===== src/rtl/alu_bcd_ctrl.sv =====
// rtl/alu_bcd_ctrl.sv - button-driven ALU with serial binary-to-BCD conversion and seven-segment display
//
// Ports:
//   clk, rst              : clock; synchronous active-high reset
//   a_in, b_in            : two's-complement operands (WIDTH bits)
//   btn_up, btn_down      : step the operation code up/down (asynchronous levels)
//   btn_go                : latch ALU result and start a decimal conversion (asynchronous level)
//   mode                  : current operation code
//   busy, valid           : conversion running / displayed value is valid
//   result, OF, CF, ZF, NF: registered result and flags
//   mode_seg, sign_seg    : active-low seven-segment drives for op code and sign
//   value_seg             : active-low seven-segment drives for the magnitude, digit 0 in [6:0]
module alu_bcd_ctrl #(
  parameter int WIDTH = 8,
  parameter int NDIG  = 3
) (
  input  logic                clk,
  input  logic                rst,
  input  logic [WIDTH-1:0]    a_in,
  input  logic [WIDTH-1:0]    b_in,
  input  logic                btn_up,
  input  logic                btn_down,
  input  logic                btn_go,
  output logic [2:0]          mode,
  output logic                busy,
  output logic                valid,
  output logic [WIDTH-1:0]    result,
  output logic                OF,
  output logic                CF,
  output logic                ZF,
  output logic                NF,
  output logic [6:0]          mode_seg,
  output logic [6:0]          sign_seg,
  output logic [7*NDIG-1:0]   value_seg
);

  localparam int CW = $clog2(WIDTH + 1);
  localparam int BW = 4 * NDIG;
  localparam logic [WIDTH-1:0] ONE_W   = 1;
  localparam logic [WIDTH:0]   ONE_W1  = 1;
  localparam logic [WIDTH-1:0] MIN_NEG = {1'b1, {(WIDTH-1){1'b0}}};
  localparam logic [CW-1:0]    LAST_CNT = CW'(WIDTH - 1);

  typedef enum logic [1:0] {IDLE, CONV, DONE} state_t;

  state_t state_q, state_d;

  // Button synchronizers, bit order {go, down, up}
  logic [2:0] btn_raw, btn_s1, btn_s2, btn_prev, btn_pulse;
  logic       up_p, down_p, go_p;

  // ALU
  logic [WIDTH:0]   add_sum, sub_sum;
  logic [WIDTH-1:0] neg_a, alu_res, alu_mag;
  logic             alu_of, alu_cf;

  // Double-dabble converter
  logic [WIDTH-1:0] bin_q;
  logic [BW-1:0]    bcd_q, bcd_adj;
  logic [CW-1:0]    cnt_q;

  // FSM control strobes
  logic go_load, mode_chg, shift_en, shift_last;
  logic lead_zero;

  function automatic logic [6:0] seg7(input logic [3:0] d);
    case (d)
      4'd0:    seg7 = 7'b1000000;
      4'd1:    seg7 = 7'b1111001;
      4'd2:    seg7 = 7'b0100100;
      4'd3:    seg7 = 7'b0110000;
      4'd4:    seg7 = 7'b0011001;
      4'd5:    seg7 = 7'b0010010;
      4'd6:    seg7 = 7'b0000010;
      4'd7:    seg7 = 7'b1111000;
      4'd8:    seg7 = 7'b0000000;
      4'd9:    seg7 = 7'b0010000;
      default: seg7 = 7'b1111111;
    endcase
  endfunction

  assign btn_raw   = {btn_go, btn_down, btn_up};
  assign btn_pulse = btn_s2 & ~btn_prev;
  assign up_p      = btn_pulse[0];
  assign down_p    = btn_pulse[1];
  assign go_p      = btn_pulse[2];

  always_ff @(posedge clk) begin
    if (rst) begin
      btn_s1   <= '0;
      btn_s2   <= '0;
      btn_prev <= '0;
    end else begin
      btn_s1   <= btn_raw;
      btn_s2   <= btn_s1;
      btn_prev <= btn_s2;
    end
  end

  // Combinational ALU on the live operands and current mode; sampled on go.
  always_comb begin
    add_sum = {1'b0, a_in} + {1'b0, b_in};
    sub_sum = {1'b0, a_in} + {1'b0, ~b_in} + ONE_W1;
    neg_a   = ~a_in + ONE_W;
    alu_res = '0;
    alu_of  = 1'b0;
    alu_cf  = 1'b0;
    case (mode)
      3'd0: begin
        alu_res = add_sum[WIDTH-1:0];
        alu_cf  = add_sum[WIDTH];
        alu_of  = (a_in[WIDTH-1] == b_in[WIDTH-1]) && (add_sum[WIDTH-1] != a_in[WIDTH-1]);
      end
      3'd1: begin
        // Adder sees a and ~b, so "same sign" means a and b differ in sign.
        alu_res = sub_sum[WIDTH-1:0];
        alu_cf  = sub_sum[WIDTH];
        alu_of  = (a_in[WIDTH-1] != b_in[WIDTH-1]) && (sub_sum[WIDTH-1] != a_in[WIDTH-1]);
      end
      3'd2: begin
        alu_res = neg_a;
        alu_of  = (a_in == MIN_NEG);
      end
      3'd3: alu_res = a_in & b_in;
      3'd4: alu_res = a_in | b_in;
      3'd5: alu_res = a_in ^ b_in;
      3'd6: alu_res = {{(WIDTH-1){1'b0}}, ($signed(a_in) < $signed(b_in))};
      default: alu_res = {{(WIDTH-1){1'b0}}, (a_in == b_in)};
    endcase
    // Unsigned magnitude; the most negative value maps to 2^(WIDTH-1).
    alu_mag = alu_res[WIDTH-1] ? (~alu_res + ONE_W) : alu_res;
  end

  // Add-3 correction ahead of each double-dabble shift.
  always_comb begin
    bcd_adj = bcd_q;
    for (int i = 0; i < NDIG; i++) begin
      if (bcd_q[i*4 +: 4] >= 4'd5) bcd_adj[i*4 +: 4] = bcd_q[i*4 +: 4] + 4'd3;
    end
  end

  always_ff @(posedge clk) begin
    if (rst) state_q <= IDLE;
    else     state_q <= state_d;
  end

  always_comb begin
    state_d    = state_q;
    go_load    = 1'b0;
    mode_chg   = 1'b0;
    shift_en   = 1'b0;
    shift_last = 1'b0;
    case (state_q)
      IDLE, DONE: begin
        if (go_p) begin
          go_load = 1'b1;
          state_d = CONV;
        end else if (up_p ^ down_p) begin
          mode_chg = 1'b1;
          state_d  = IDLE;
        end
      end
      CONV: begin
        // Button pulses are deliberately dropped here.
        shift_en = 1'b1;
        if (cnt_q == LAST_CNT) begin
          shift_last = 1'b1;
          state_d    = DONE;
        end
      end
      default: state_d = IDLE;
    endcase
  end

  assign busy = (state_q == CONV);

  always_ff @(posedge clk) begin
    if (rst) begin
      mode   <= '0;
      result <= '0;
      OF     <= 1'b0;
      CF     <= 1'b0;
      ZF     <= 1'b0;
      NF     <= 1'b0;
      valid  <= 1'b0;
      bin_q  <= '0;
      bcd_q  <= '0;
      cnt_q  <= '0;
    end else begin
      if (go_load) begin
        result <= alu_res;
        OF     <= alu_of;
        CF     <= alu_cf;
        ZF     <= (alu_res == '0);
        NF     <= alu_res[WIDTH-1];
        bin_q  <= alu_mag;
        bcd_q  <= '0;
        cnt_q  <= '0;
        valid  <= 1'b0;
      end
      if (mode_chg) begin
        mode  <= up_p ? mode + 3'd1 : mode - 3'd1;
        valid <= 1'b0;
      end
      if (shift_en) begin
        bcd_q <= BW'({bcd_adj, bin_q[WIDTH-1]});
        bin_q <= bin_q << 1;
        cnt_q <= cnt_q + 1'b1;
        if (shift_last) valid <= 1'b1;
      end
    end
  end

  assign mode_seg = seg7({1'b0, mode});
  assign sign_seg = (valid && NF) ? 7'b0111111 : 7'b1111111;

  // Blank leading zeros from the top digit down; digit 0 is always lit.
  always_comb begin
    value_seg = '1;
    lead_zero = 1'b1;
    for (int i = NDIG - 1; i >= 0; i--) begin
      if ((bcd_q[i*4 +: 4] != 4'd0) || (i == 0)) lead_zero = 1'b0;
      if (valid && !lead_zero) value_seg[i*7 +: 7] = seg7(bcd_q[i*4 +: 4]);
    end
  end

endmodule


===== config.mk =====
export PLATFORM = sky130hd
export DESIGN_NAME = alu_bcd_ctrl
export DESIGN_NICKNAME = d
export VERILOG_FILES = /design/src/rtl/alu_bcd_ctrl.sv
export SDC_FILE = /design/constraint.sdc
export NUM_CORES = 1
export LEC_CHECK = 0
export BUFFER_PORTS_ARGS = -buffer_cell sky130_fd_sc_hd__buf_2
export CORE_UTILIZATION = 60
export DETAILED_ROUTE_END_ITERATION = 10
export PLACE_DENSITY = 0.83
export REMOVE_ABC_BUFFERS = 1
export SLEW_MARGIN = 30
export SYNTH_ARGS = -nofsm -noshare
export SYNTH_HDL_FRONTEND = slang
export SYNTH_SLANG_ARGS = --single-unit

===== constraint.sdc =====
create_clock -name clk -period 4.7 [get_ports clk]
set_input_delay 0.705 -clock clk [delete_from_list [all_inputs] [get_ports clk]]
set_output_delay 0.705 -clock clk [all_outputs]
set_load 0.005 [all_outputs]

# After elaboration in Yosys (flattened, before gate mapping)
# Memories as Yosys holds them, arrays and structs flattened. A register that Yosys moved wholly into a read port is not among the register bits.
# Index checks and enable logic that the tools add are counted.
[word_totals]
mem_bits_ro = 392
wordCells = 119
register_bits = 51
n_memories = 4
[memory_table]
columns = ["memory", "words", "width", "read_ports", "rd_ports_with_merged_regs", "wr", "line_no", "text"]
rows = [
  ["(name not given)", 16, 7, 1, 1, 0, "67", "case (d)"],
  ["(name not given)", 16, 7, 1, 1, 0, "67", ""],
  ["(name not given)", 16, 7, 1, 1, 0, "67", ""],
  ["(name not given)", 8, 7, 1, 1, 0, "67", ""],
]
[classes]
bitwise = 9
n_eq_ne = 17
n_mux = 44
reduce_logical = 15
add_sub_neg = 11
magnitude_cmp = 4
[op_table]
columns = ["operator", "n"]
rows = [
  ["$pmux 8 s7", 1],
  ["$mux 4", 10],
  ["$mux 7", 4],
  ["$mux 12", 2],
  ["$mux 8", 3],
  ["$not 8->8", 3],
  ["$add 8x8->9", 2],
  ["$add 8x1->8 const B", 2],
  ["$mux 1", 14],
  ["$ge 4x3->1 const B", 3],
  ["$mux 3", 4],
  ["$add 9x1->9 const B", 1],
  ["$eq 3x3->1 const B", 3],
  ["$add 4x2->4 const B", 2],
  ["$and 8x8->8", 1],
  ["$eq 8x8->1", 1],
  ["$eq 8x8->1 const B", 1],
  ["$logic_not 8->1", 1],
  ["$lt 8x8->1", 1],
  ["$or 8x8->8", 1],
  ["$reduce_bool 4->1", 2],
  ["$xor 8x8->8", 1],
  ["$eq 3x2->1 const B", 2],
  ["$mux 2", 3],
  ["other kinds (25)", 32],
]

# Depth between registers and ports, before layout
# Gate-level depths: netlist (run 1).
[logic_depth]
ltp_word = 9
mapped_depth = 13
mapped_depth_nobuf = 13

# Least setup slack after synthesis (run 1)
# No wires, ideal clock.
[synth_timing]
kind = "input -> register"
startpoint = "in a_in[0]"
endpoint = "reg bin_q[4]"
path_buffers = 0
arrival_ps = 2979
path_slack_ps = 1589
path_stages = 12
required_time_ps = 4568
path_cell_list = "inv_1 -> ha_1 -> inv_1 -> fa_1 -> a221oi_1 -> a31oi_1 -> a221oi_1 -> ha_1 -> nand2_1 -> or2_2 -> a21oi_1 -> o22ai_1"
[synth_via]
elab_chain_len = 8
elab_cells_between_ends = 16
classes_between = "5 x add/sub; 1 x order compare; 1 x eq/ne; 4 x mux; 5 x bitwise"
[synth_rtl]
columns = ["item", "line_no", "text"]
rows = [
  ["from (decl)", "19", "input logic [WIDTH-1:0] a_in,"],
  ["$add 8x8->9 or $not 8->8 (tied branches)", "103, 104", ""],
  ["$add 9x1->9 or $add 8x1->8 (tied branches)", "103, 104", ""],
  ["$pmux 8 s7 *", "108", "case (mode)"],
  ["$not 8->8", "131", "alu_mag = alu_res[WIDTH-1] ? (~alu_res + ONE_W) : alu_res;"],
  ["$add 8x1->8", "131", ""],
  ["$mux 8 *", "131", ""],
  ["$mux 8 *", "190", "if (go_load) begin"],
  ["$mux 8 *", "205", "if (shift_en) begin"],
  ["to (signal assigned)", "196", "bin_q <= alu_mag;"],
  ["to (signal assigned)", "207", "bin_q <= bin_q << 1;"],
  ["to (decl)", "58", "logic [WIDTH-1:0] bin_q;"],
]
# Every way passes the cells marked *; elsewhere a longest branch is shown, timed or not. The select of a mux whose other input is x is not followed.
# A chain may end at the register's enable or synchronous reset.

# Worst setup path after layout (run 1)
[layout_timing]
startpoint = "reg mode[2]"
endpoint = "reg bin_q[4]"
[layout_via]
elab_chain_len = 7
elab_cells_between_ends = 13
classes_between = "1 x add/sub; 6 x eq/ne; 4 x mux; 1 x bitwise; 1 x reduce/logical"
[layout_rtl]
columns = ["item", "line_no", "text"]
rows = [
  ["from (decl)", "24", "output logic [2:0] mode,"],
  ["from (signal assigned)", "202", "mode <= up_p ? mode + 3'd1 : mode - 3'd1;"],
  ["$eq 3x3->1 (tied with other cells)", "108", ""],
  ["$pmux 8 s7 *", "108", ""],
  ["$not 8->8", "131", ""],
  ["$add 8x1->8", "131", ""],
  ["$mux 8 *", "131", ""],
  ["$mux 8 *", "190", ""],
  ["$mux 8 *", "205", ""],
]
# Marks and branches as above.

==> key figures, run 1 <==
Global routing
  – Total global-route track usage: 27.1%
  – Remaining Overflow, GRT: 0
  – Number of global-route vias before repair: approximately 4600
  – Initial antenna violation count: 0
  – Pin count of the biggest net entering global routing: 51
  – First-pass GRT wire length: 21.3 mm
  – GR Util met1: 33.8%
  – GRT met3 Usage: 4.91%
  – Busiest grt layer: met2
  – Met2 usage: 47.0%

Finish
  – Share of post-route cells with drive strength above 1: 17.9%
  – Diodes inserted: 0
  – Fin util: between 60 and 70%
  – Area grow syn2layout: 9.92%
  – Net count reported at finish: 776
  – Finished Layout Cells: 805

Synth
  – Mean post-synth cell area: 8.34 um^2
  – Main flop type after synthesis: dfxtp_1
  – Yosys reg bits: 78
  – Synth cell types: 73
  – Post-synth EDFFs: 0
  – Ys Warns: 0
  – Async S/R FF share, synth: 0%
  – Post-synthesis cell area: 0.00537 mm^2
  – Sequential area share after synthesis: 29.1%
  – Cell count after synthesis: between 600 and 700

Clocking
  – CTS tree: done
  – # resized after CTS: 0
  – Worst-skew pair later-pin latency: 0.35 ns
  – Worst-path clk slew: 0.08 ns
  – CTS H-tree lvls: 3
  – Hold_buf cts: 0
  – Clk sink count: 78
  – Root Buffer: clkbuf_8
  – Longest Clk Path Bufs: 2
  – CTS Buf Count: 9
  – Postcts setup bufs: 0

Setup path
  – Crit. End Element: flop
  – Startpoint Class: flop
  – Worst Path Required: 4.93 ns
  – Critical path data arrival time: 3.69 ns
  – Worst R2R End: bin_q[4]$_SDFFE_PP0N_
  – Worst-case reg-to-reg path depth: 10
  – Worst reg-to-reg setup slack: ~1.2 ns
  – RR Startpoint: mode[2]$_SDFFE_PP0P_
  – Crit-path max FO: 20
  – Setup CP Type: reg2reg

STA
  – Setup-failing EPs final: 0
  – Unrepaired setup endpoints after global routing: no
  – Fin crit share: 73.7%
  – Slew HR: between 40% and 50%
  – Setup tns final: 0 ns
  – Final Max Slew Viols: 0
  – Max Clock Freq: 0.289 GHz
  – Worst Skew: 0.00750 ns
  – Final min period: 3.46 ns
  – Worst slew pin tran: 0.863 ns
  – Final Hold Vio Count: 0

Detailed routing
  – Remaining DRCs: 0
  – Drt wl/cell: 15.5 um
  – Detailed Route Iter0 Violations: 293
  – Final ANT Viol Nets: 0
  – Routed WL: 12.5 mm
  – Via density: 5.91
  – TritonRoute pass-1 iters: 4
  – Total number of vias: 4761

Flow run
  – Max cap viols: 0

Placement
  – Placed cell count: 790
  – PortBufs: 66
  – Placer Congestion: 0.931
  – Detail Placement HPWL: approximately 9 mm

Floorplan
  – Core footprint: 0.00868 mm^2
  – Die X: slightly below 100 um
  – Die area: 0.00933 mm^2
  – Die height: between 90 and 100 um
  – Initial Utilization: 61.9%
  – Row cnt: 34
  – Boundary pin count: 73

Worst hold path
  – Hold Path Depth: 1
  – Min-delay src: btn_s1[0]$_SDFF_PP0_
  – Worst Hold End: btn_s2[0]$_SDFF_PP0_
  – Min-delay worst type: reg2reg

Power and ir drop
  – Leakage: 2.47 nW
  – Worst vdd ir: 0.000184 V
  – Power Density: 281 mW/mm^2

Run status
  – Outcome: finished, final reports clean
==> report_power, final <==
| group | internal [mW] | total (mW) | switching, mW | leakage [nW] |
|---|---|---|---|---|
| clock network | 0.296 | 0.548 | 0.252 | 0.109 |
| logic | 0.156 | 0.411 | 0.255 | 1.73 |
| registers | 0.686 | 0.703 | 0.0168 | 0.633 |
| total | 1.14 | 1.66 | 0.524 | 2.47 |
==> synthesized netlist by cell type (5+ instances only) <==
library cell	n	area share (%)
a22oi_1	8	1.1
and3_1	5	0.58
a31oi_1	9	1.0
mux2i_1	8	1.5
buf_2	5	0.47
buf_4	8	1.1
a211oi_1	12	1.7
o21a_1	5	0.70
xor2_1	5	0.82
nand2_1	31	2.2
nor2_1	67	4.7
nor2b_1	21	2.4
nand3_1	6	0.56
or2_2	19	2.2
xnor2_1	15	2.4
inv_1	43	3.0
dfxtp_1	78	29
ha_1	60	14
nand2b_1	22	2.6
nor3_1	14	1.3
a21oi_1	40	3.7
o31ai_1	8	1.1
o22ai_1	9	1.0
nand4_1	5	0.58
nand3b_1	5	0.70
o21ai_0	30	2.8
clkbuf_1	19	1.3
==> cell type report <==
| cell class | instances | area [um^2] |
|---|---|---|
| clock inverters | 6 | 87.6 |
| clock buffers | 9 | 124 |
| fillers | 728 | 2770 |
| flip-flops and latches | 78 | 1560 |
| repair buffers | 70 | 360 |
| well taps | 108 | 135 |
| inverters | 44 | 165 |
| multi-input cells | 490 | 3470 |
==> critical path: stages, from the launching register on <==
cell	delay (ns)
dfxtp_1	0.81
inv_1	0.26
ha_1	0.44
or4_1	0.60
a21oi_1	0.19
o21bai_1	0.16
ha_1	0.22
nand2_1	0.11
or2_2	0.31
a21oi_1	0.14
o22ai_1	0.09
==> worst max path at each step <==
| stage | slack, ns | start | endpoint |
|---|---|---|---|
| after floorplan | 1.58 | a_in[0] | bin_q[4]$_SDFFE_PP0N_ |
| after CTS | 1.31 | mode[2]$_SDFFE_PP0P_ | bin_q[4]$_SDFFE_PP0N_ |
| after detailed placement | 1.13 | a_in[0] | bin_q[5]$_SDFFE_PP0N_ |
| after global placement | 1.22 | a_in[0] | bin_q[4]$_SDFFE_PP0N_ |
| final | 1.24 | mode[2]$_SDFFE_PP0P_ | bin_q[4]$_SDFFE_PP0N_ |
| after global routing | 1.02 | mode[2]$_SDFFE_PP0P_ | bin_q[4]$_SDFFE_PP0N_ |
==> through the flow <==
step	total power, mW	hold slack, ns	setup slack (ns)	cell area [um^2]
6_report	1.66	0.442	1.24	5900
5_1_grt	1.74	0.458	1.02	5900
4_1_cts	1.66	0.450	1.31	5900
3_5_place_dp	1.12	0.429	1.13	5690
3_3_place_gp	1.11	0.418	1.22	5690
2_1_floorplan	0.995	0.414	1.58	5190
==> kinds of logic after synthesis <==
logic type | synth area share [%]
AO/OA/AOI/OAI | 22.9
other | 0.0698
XOR/XNOR | 3.26
adder cells (fa/ha/maj) | 14.7
multiplexers | 2.33
flip-flops | 29.1
AND/OR/NAND/NOR | 20.8
buffers and inverters | 6.76
==> layout by cell type, fill, tap and decap left out, types with 5 or more instances in the layout <==
master	n
dfxtp_1	78
xor2_1	5
o21ai_0	30
a21oi_1	40
inv_1	43
or2_2	19
o22ai_1	9
a22oi_1	8
nand2b_1	22
nand3_1	6
nand3b_1	5
nand4_1	5
o21a_1	5
a31oi_1	9
mux2i_1	8
conb_1	6
nor2b_1	21
a211oi_1	12
and3_1	5
ha_1	60
clkbuf_8	9
nand2_1	31
buf_2	66
xnor2_1	15
nor2_1	67
nor3_1	14
o31ai_1	8
==> metal layers <==
metal | up-vias | routed length [um]
li1 | 2351 | -
met1 | 2251 | 5470
met2 | 141 | 6230
met3 | 18 | 602
met4 | 0 | 201
met5 | - | 0
No activity file was read; power rests on OpenSTA's default activity.
==> run 2, diff against run 1 <==
- CORE_UTILIZATION: 60 -> 59
- PLACE_DENSITY: 0.83 -> 0.81
- clock period: 4.7 -> 3.2 ns (I/O delays scaled with it)
==> run 2 against run 1 <==
Critical path depth increased by 2; largest power group unchanged; die area up 1.7%; final cell count rose by 2.0%; register-to-register slack worse by 0.98 ns; power up 46%; first-iteration DRC count grew 17%; combinational power rose by 60%; sequential cell count unchanged; critical endpoint is now bin_q[6]$_SDFFE_PP0N_; highest routed layer unchanged; non-clock buffer count up 15; sequential power rose by 47%; critical path type unchanged.
==> key figures, run 2 (synthesized netlist as in run 1, its figures left out) <==
Run status
  – Outcome: finished, final reports clean

Worst hold path
  – Hold Path Depth: 2
  – Min-delay worst type: in2reg

Setup path
  – Worst Path Required: approximately 3.5 ns
  – Startpoint Class: flop
  – Worst reg-to-reg setup slack: between 0.2 and 0.3 ns
  – Levels on crit path: 12
  – Crit-path max FO: 9
  – Worst-case reg-to-reg path depth: 12
  – Crit. End Element: flop
  – Setup CP Type: reg2reg
  – Biggest cell delay along the critical path: 0.66 ns
  – Critical path data arrival time: 3.21 ns
  – Critical path buffers and inverters: 3
  – CP delay by family, top: simple AND/OR/NAND/NOR gates
  – CP Cell Sequence: inv_1 > ha_1 > nor2b_1 > o21ai_0 > nand4_1 > o21bai_1 > ha_1 > nand2_1 > buf_4 > inv_1 > a311o_1 > o221ai_1
  – Critical path's slowest cell: nor2b_1

STA
  – Final Hold Vio Count: 0
  – Unrepaired setup endpoints after global routing: no
  – Slew HR: ~44%
  – Worst Skew: 0.0149 ns
  – Setup-failing EPs final: 0
  – Setup tns final: 0 ns
  – Setup WS post-layout: 0.257 ns
  – Fin crit share: 92.0%
  – Worst slew pin tran: 0.841 ns
  – Max Clock Freq: around 0.34 GHz
  – Final Max Slew Viols: 0
  – Final min period: about 2.9 ns

Global routing
  – Number of global-route vias before repair: 4478
  – Remaining Overflow, GRT: 0
  – First-pass GRT wire length: approximately 21 mm
  – Total global-route track usage: 27.2%
  – Initial antenna violation count: 0
  – Pin count of the biggest net entering global routing: 46

Detailed routing
  – Remaining DRCs: 0
  – Routed WL: 12.7 mm
  – Drt wl/cell: 15.4 um
  – Detailed Route Iter0 Violations: between 300 and 400
  – Total number of vias: 4896
  – Via density: 5.96
  – TritonRoute pass-1 iters: 5
  – Final ANT Viol Nets: 0

Floorplan
  – Die area: roughly 0.0095 mm^2
  – Row cnt: 34
  – Core footprint: between 0.008 and 0.009 mm^2
  – Initial Utilization: 61.3%
  – Die height: 97.4 um
  – Die X: around 97 um
  – Boundary pin count: 73

Finish
  – Net count reported at finish: 791
  – Share of post-route cells with drive strength above 1: 19.6%
  – Commonest non-fill, non-tap cell in the layout: dfxtp_1
  – Most frequent cells in the layout: dfxtp_1 (78), nor2_1 (67), buf_2 (66)
  – Diodes inserted: 0
  – Area grow syn2layout: 11.7%

Clocking
  – # resized after CTS: 0
  – Clk sink count: 78
  – Worst-skew pair later-pin latency: 0.36 ns
  – Postcts setup bufs: 0
  – CTS H-tree lvls: 3
  – Root Buffer: clkbuf_8
  – CTS Buf Count: 9
  – Hold_buf cts: 0
  – Worst-path clk slew: 0.08 ns
  – Longest Clk Path Bufs: 2
  – CTS tree: done

Placement
  – Placer Congestion: 0.995
  – PortBufs: 66
  – Post-place setup slack: between 0.04 and 0.05 ns
  – Detail Placement HPWL: 9.50 mm

Power and ir drop
  – Switching Share: between 30% and 40%
  – Leakage: 2.53 nW
  – Worst vdd ir: 0.000251 V
  – Power Density: a little over 400 mW/mm^2
  – Clk pwr share: 30.7%
  – Net Sw Power: between 700 and 800 uW
  – Pint: approximately 1.6 mW
  – Logic pwr share: 27.0%
  – Register share of total power: 42.3%

Flow run
  – Max cap viols: 0
run 2: power groups by stage:
stage / clock network (mW) / registers (mW) / logic [mW]
finish: 0.745 / 1.03 / 0.656
global route: 0.807 / 1.03 / 0.720
CTS: 0.757 / 1.03 / 0.647
detailed placement: 0 / 1.05 / 0.643
global placement: 0 / 1.05 / 0.633
floorplan: 0 / 1.05 / 0.409
run 2: final timing paths:
check,start,endpoint
setup reg to reg,mode[0]$_SDFFE_PP0P_,bin_q[6]$_SDFFE_PP0N_
hold reg to reg,btn_s1[1]$_SDFF_PP0_,btn_s2[1]$_SDFF_PP0_
hold / removal,btn_go,btn_s1[2]$_SDFF_PP0_
setup / recovery,mode[0]$_SDFFE_PP0P_,bin_q[6]$_SDFFE_PP0N_
run 2: stage by stage:
| stage | total power, mW | instance area (um^2) | util [%] | cells | hold slack (ns) |
|---|---|---|---|---|---|
| global route | 2.56 | 6000 | 68.5 | 821 | 0.330 |
| global placement | 1.68 | 5810 | 66.2 | 805 | 0.429 |
| CTS | 2.43 | 6000 | 68.5 | 821 | 0.318 |
| detailed placement | 1.69 | 5810 | 66.2 | 805 | 0.437 |
| finish | 2.43 | 6000 | 68.5 | 821 | 0.327 |
| floorplan | 1.46 | 5190 | - | 612 | 0.414 |
run 2: per-layer routing:
metal	global-route usage, %	vias up	share of wire [%]
met2	44.9	197	48
met1	35.3	2287	44
met4	11.8	0	1.9
li1	-	2389	-
met3	3.74	23	6.6
met5	0	-	0
run 2: worst reg2reg max path: stages, from the launching register on:
cell      delay, ns
dfxtp_1        0.35
inv_1          0.15
ha_1           0.33
nor2b_1        0.66
o21ai_0        0.22
nand4_1        0.14
o21bai_1       0.10
ha_1           0.22
nand2_1        0.08
buf_4          0.12
inv_1          0.05
a311o_1        0.35
o221ai_1       0.08
run 2: final cells by class:
class | count | area (um^2)
tap | 108 | 135
sequential | 78 | 1560
timing repair buffer | 85 | 473
clock buffer | 10 | 128
fill | 707 | 2760
inverter | 44 | 165
multi-input combinational | 490 | 3470
clock inverter | 6 | 68.8
==> run 3, diff against run 2 <==
==> constraint.sdc (replaced) <==
create_clock -name clk -period 3.2 [get_ports clk]
set_input_delay 0.32 -clock clk [delete_from_list [all_inputs] [get_ports clk]]
set_output_delay 0.32 -clock clk [all_outputs]
set_load 0.005 [all_outputs]
==> run 3 against run 2 <==
Register-to-register slack improved by 0.09 ns; die area unchanged; non-clock buffer count unchanged; sequential cell count unchanged; sequential share of layout area increased by 0.14 points; global-route usage increased by 0.25 points; via count decreased by 0.78%; critical path depth decreased by 1; combinational power decreased by 1%; core utilization decreased by 0.37 points; sequential power about the same; clock power decreased by 13%; highest routed layer unchanged.
==> key figures, run 3 (synthesized netlist as in run 1, its figures left out) <==
STA
  – Final min period: 2.85 ns
  – Unrepaired setup endpoints after global routing: no
  – Worst Skew: 0.0110 ns
  – Slew HR: between 40 and 50%
  – Final Max Slew Viols: 0
  – Fin crit share: 89.1%
  – Setup-failing EPs final: 0
  – Worst slew pin tran: 0.809 ns
  – Max Clock Freq: 0.351 GHz
  – Setup tns final: 0 ns
  – Final Hold Vio Count: 0

Detailed routing
  – Total number of vias: 4858
  – Drt wl/cell: 15.5 um
  – Detailed Route Iter0 Violations: 188
  – Remaining DRCs: 0
  – Routed WL: 12.7 mm
  – Final ANT Viol Nets: 0
  – TritonRoute pass-1 iters: 5
  – Via density: roughly 5.9

Power and ir drop
  – Logic pwr share: 27.9%
  – Clk pwr share: 27.9%
  – Power Density: 389 mW/mm^2
  – Net Sw Power: around 770 uW
  – Register share of total power: 44.2%
  – Switching Share: 33.3%
  – Leakage: 2.52 nW
  – Worst vdd ir: 0.000295 V
  – Pint: 1.55 mW
  – Total Power Consumption: approximately 2.3 mW

Finish
  – Fin util: 68.1%
  – Commonest non-fill, non-tap cell in the layout: dfxtp_1
  – Diodes inserted: 0
  – Net count reported at finish: 791
  – Area grow syn2layout: 11.1%
  – Filler cells: 708
  – Share of post-route cells with drive strength above 1: 19.5%
  – Most frequent cells in the layout: dfxtp_1 (78), nor2_1 (67), buf_2 (66)

Floorplan
  – Core footprint: between 0.008 and 0.009 mm^2
  – Die X: between 90 and 100 um
  – Initial Utilization: around three fifths
  – Row cnt: 34
  – Die area: 0.00949 mm^2
  – Die height: a little under 100 um
  – Boundary pin count: 73

Setup path
  – RR Startpoint: mode[1]$_SDFFE_PP0P_
  – Biggest cell delay along the critical path: about 0.4 ns
  – Worst setup path startpoint: mode[1]$_SDFFE_PP0P_
  – Crit. End Element: flop
  – Startpoint Class: flop
  – Worst Path Required: ~3.4 ns
  – CP Cell Sequence: inv_1 > ha_1 > buf_4 > a221oi_1 > a31oi_1 > a221oi_1 > buf_4 > nand4b_1 > nor3_1 > o21a_1 > o22ai_1
  – Critical path data arrival time: 3.08 ns
  – Crit-path max FO: 10
  – Critical path's slowest cell: dfxtp_1
  – Setup CP Type: reg2reg

Clocking
  – CTS tree: done
  – Root Buffer: clkbuf_8
  – Clk sink count: 78
  – Longest Clk Path Bufs: 2
  – Worst-path clk slew: 0.08 ns
  – # resized after CTS: 0
  – Worst-skew pair later-pin latency: 0.35 ns
  – Postcts setup bufs: 0
  – CTS H-tree lvls: 3
  – Hold_buf cts: 0
  – CTS Buf Count: 9

Global routing
  – First-pass GRT wire length: between 20 and 25 mm
  – Number of global-route vias before repair: about 4600
  – Remaining Overflow, GRT: 0
  – Total global-route track usage: 27.4%
  – Pin count of the biggest net entering global routing: between 40 and 50
  – Initial antenna violation count: 0

Worst hold path
  – Min-delay worst type: in2reg
  – Min-delay src: btn_go

Placement
  – Detail Placement HPWL: 9.58 mm
  – PortBufs: 66
  – Placer Congestion: 0.973

Run status
  – Outcome: finished, final reports clean

Flow run
  – Max cap viols: 0
[run 3: layer usage]
| layer | global-route usage, % | wire length, um |
|---|---|---|
| met1 | 34.7 | 5560 |
| met2 | 47.2 | 6150 |
| met3 | 3.81 | 729 |
| met4 | 10.3 | 278 |
| met5 | 0 | 0 |
[run 3: through the flow]
| stage | area [um^2] | instances | hold slack (ns) | setup slack (ns) |
|---|---|---|---|---|
| after global routing | 5970 | 820 | 0.169 | 0.139 |
| after detailed placement | 5810 | 805 | 0.423 | 0.140 |
| after CTS | 5970 | 820 | 0.166 | 0.388 |
| final | 5970 | 820 | 0.177 | 0.350 |
| after global placement | 5810 | 805 | 0.428 | 0.213 |
| after floorplan | 5190 | 612 | 0.389 | 0.180 |
[run 3: cell type report]
type,count,area (um^2),area share [%]
Multi-Input combinational cell,490,3470,58.1
Inverter,44,165,2.77
Tap cell,108,135,2.26
Timing Repair Buffer,85,473,7.92
Sequential cell,78,1560,26.2
Clock inverter,5,36.3,0.608
Clock buffer,10,128,2.14
[run 3: path summary, 6_finish.rpt]
check,end,slack [ns],depth (start not counted)
min,btn_s1[2]$_SDFF_PP0_,0.18,2
min reg2reg,btn_s2[1]$_SDFF_PP0_,0.45,1
max,bin_q[5]$_SDFFE_PP0N_,0.35,11
max reg2reg,bin_q[5]$_SDFFE_PP0N_,0.35,11
[run 3: critical path: cells and delay by family, from the launching register on]
family,cells,cell delay (ns)
AO/OA/AOI/OAI,5,0.97
buffers and inverters,3,0.53
AND/OR/NAND/NOR,2,0.51
flip-flops,1,0.40
adder cells (fa/ha/maj),1,0.30
[run 3: power by group through the flow]
stage / Combinational, mW / Sequential, mW / Clock, mW
floorplan: 0.409 / 1.05 / 0
global route: 0.713 / 1.03 / 0.707
detailed placement: 0.635 / 1.05 / 0
finish: 0.647 / 1.03 / 0.648
global placement: 0.624 / 1.05 / 0
CTS: 0.639 / 1.03 / 0.661
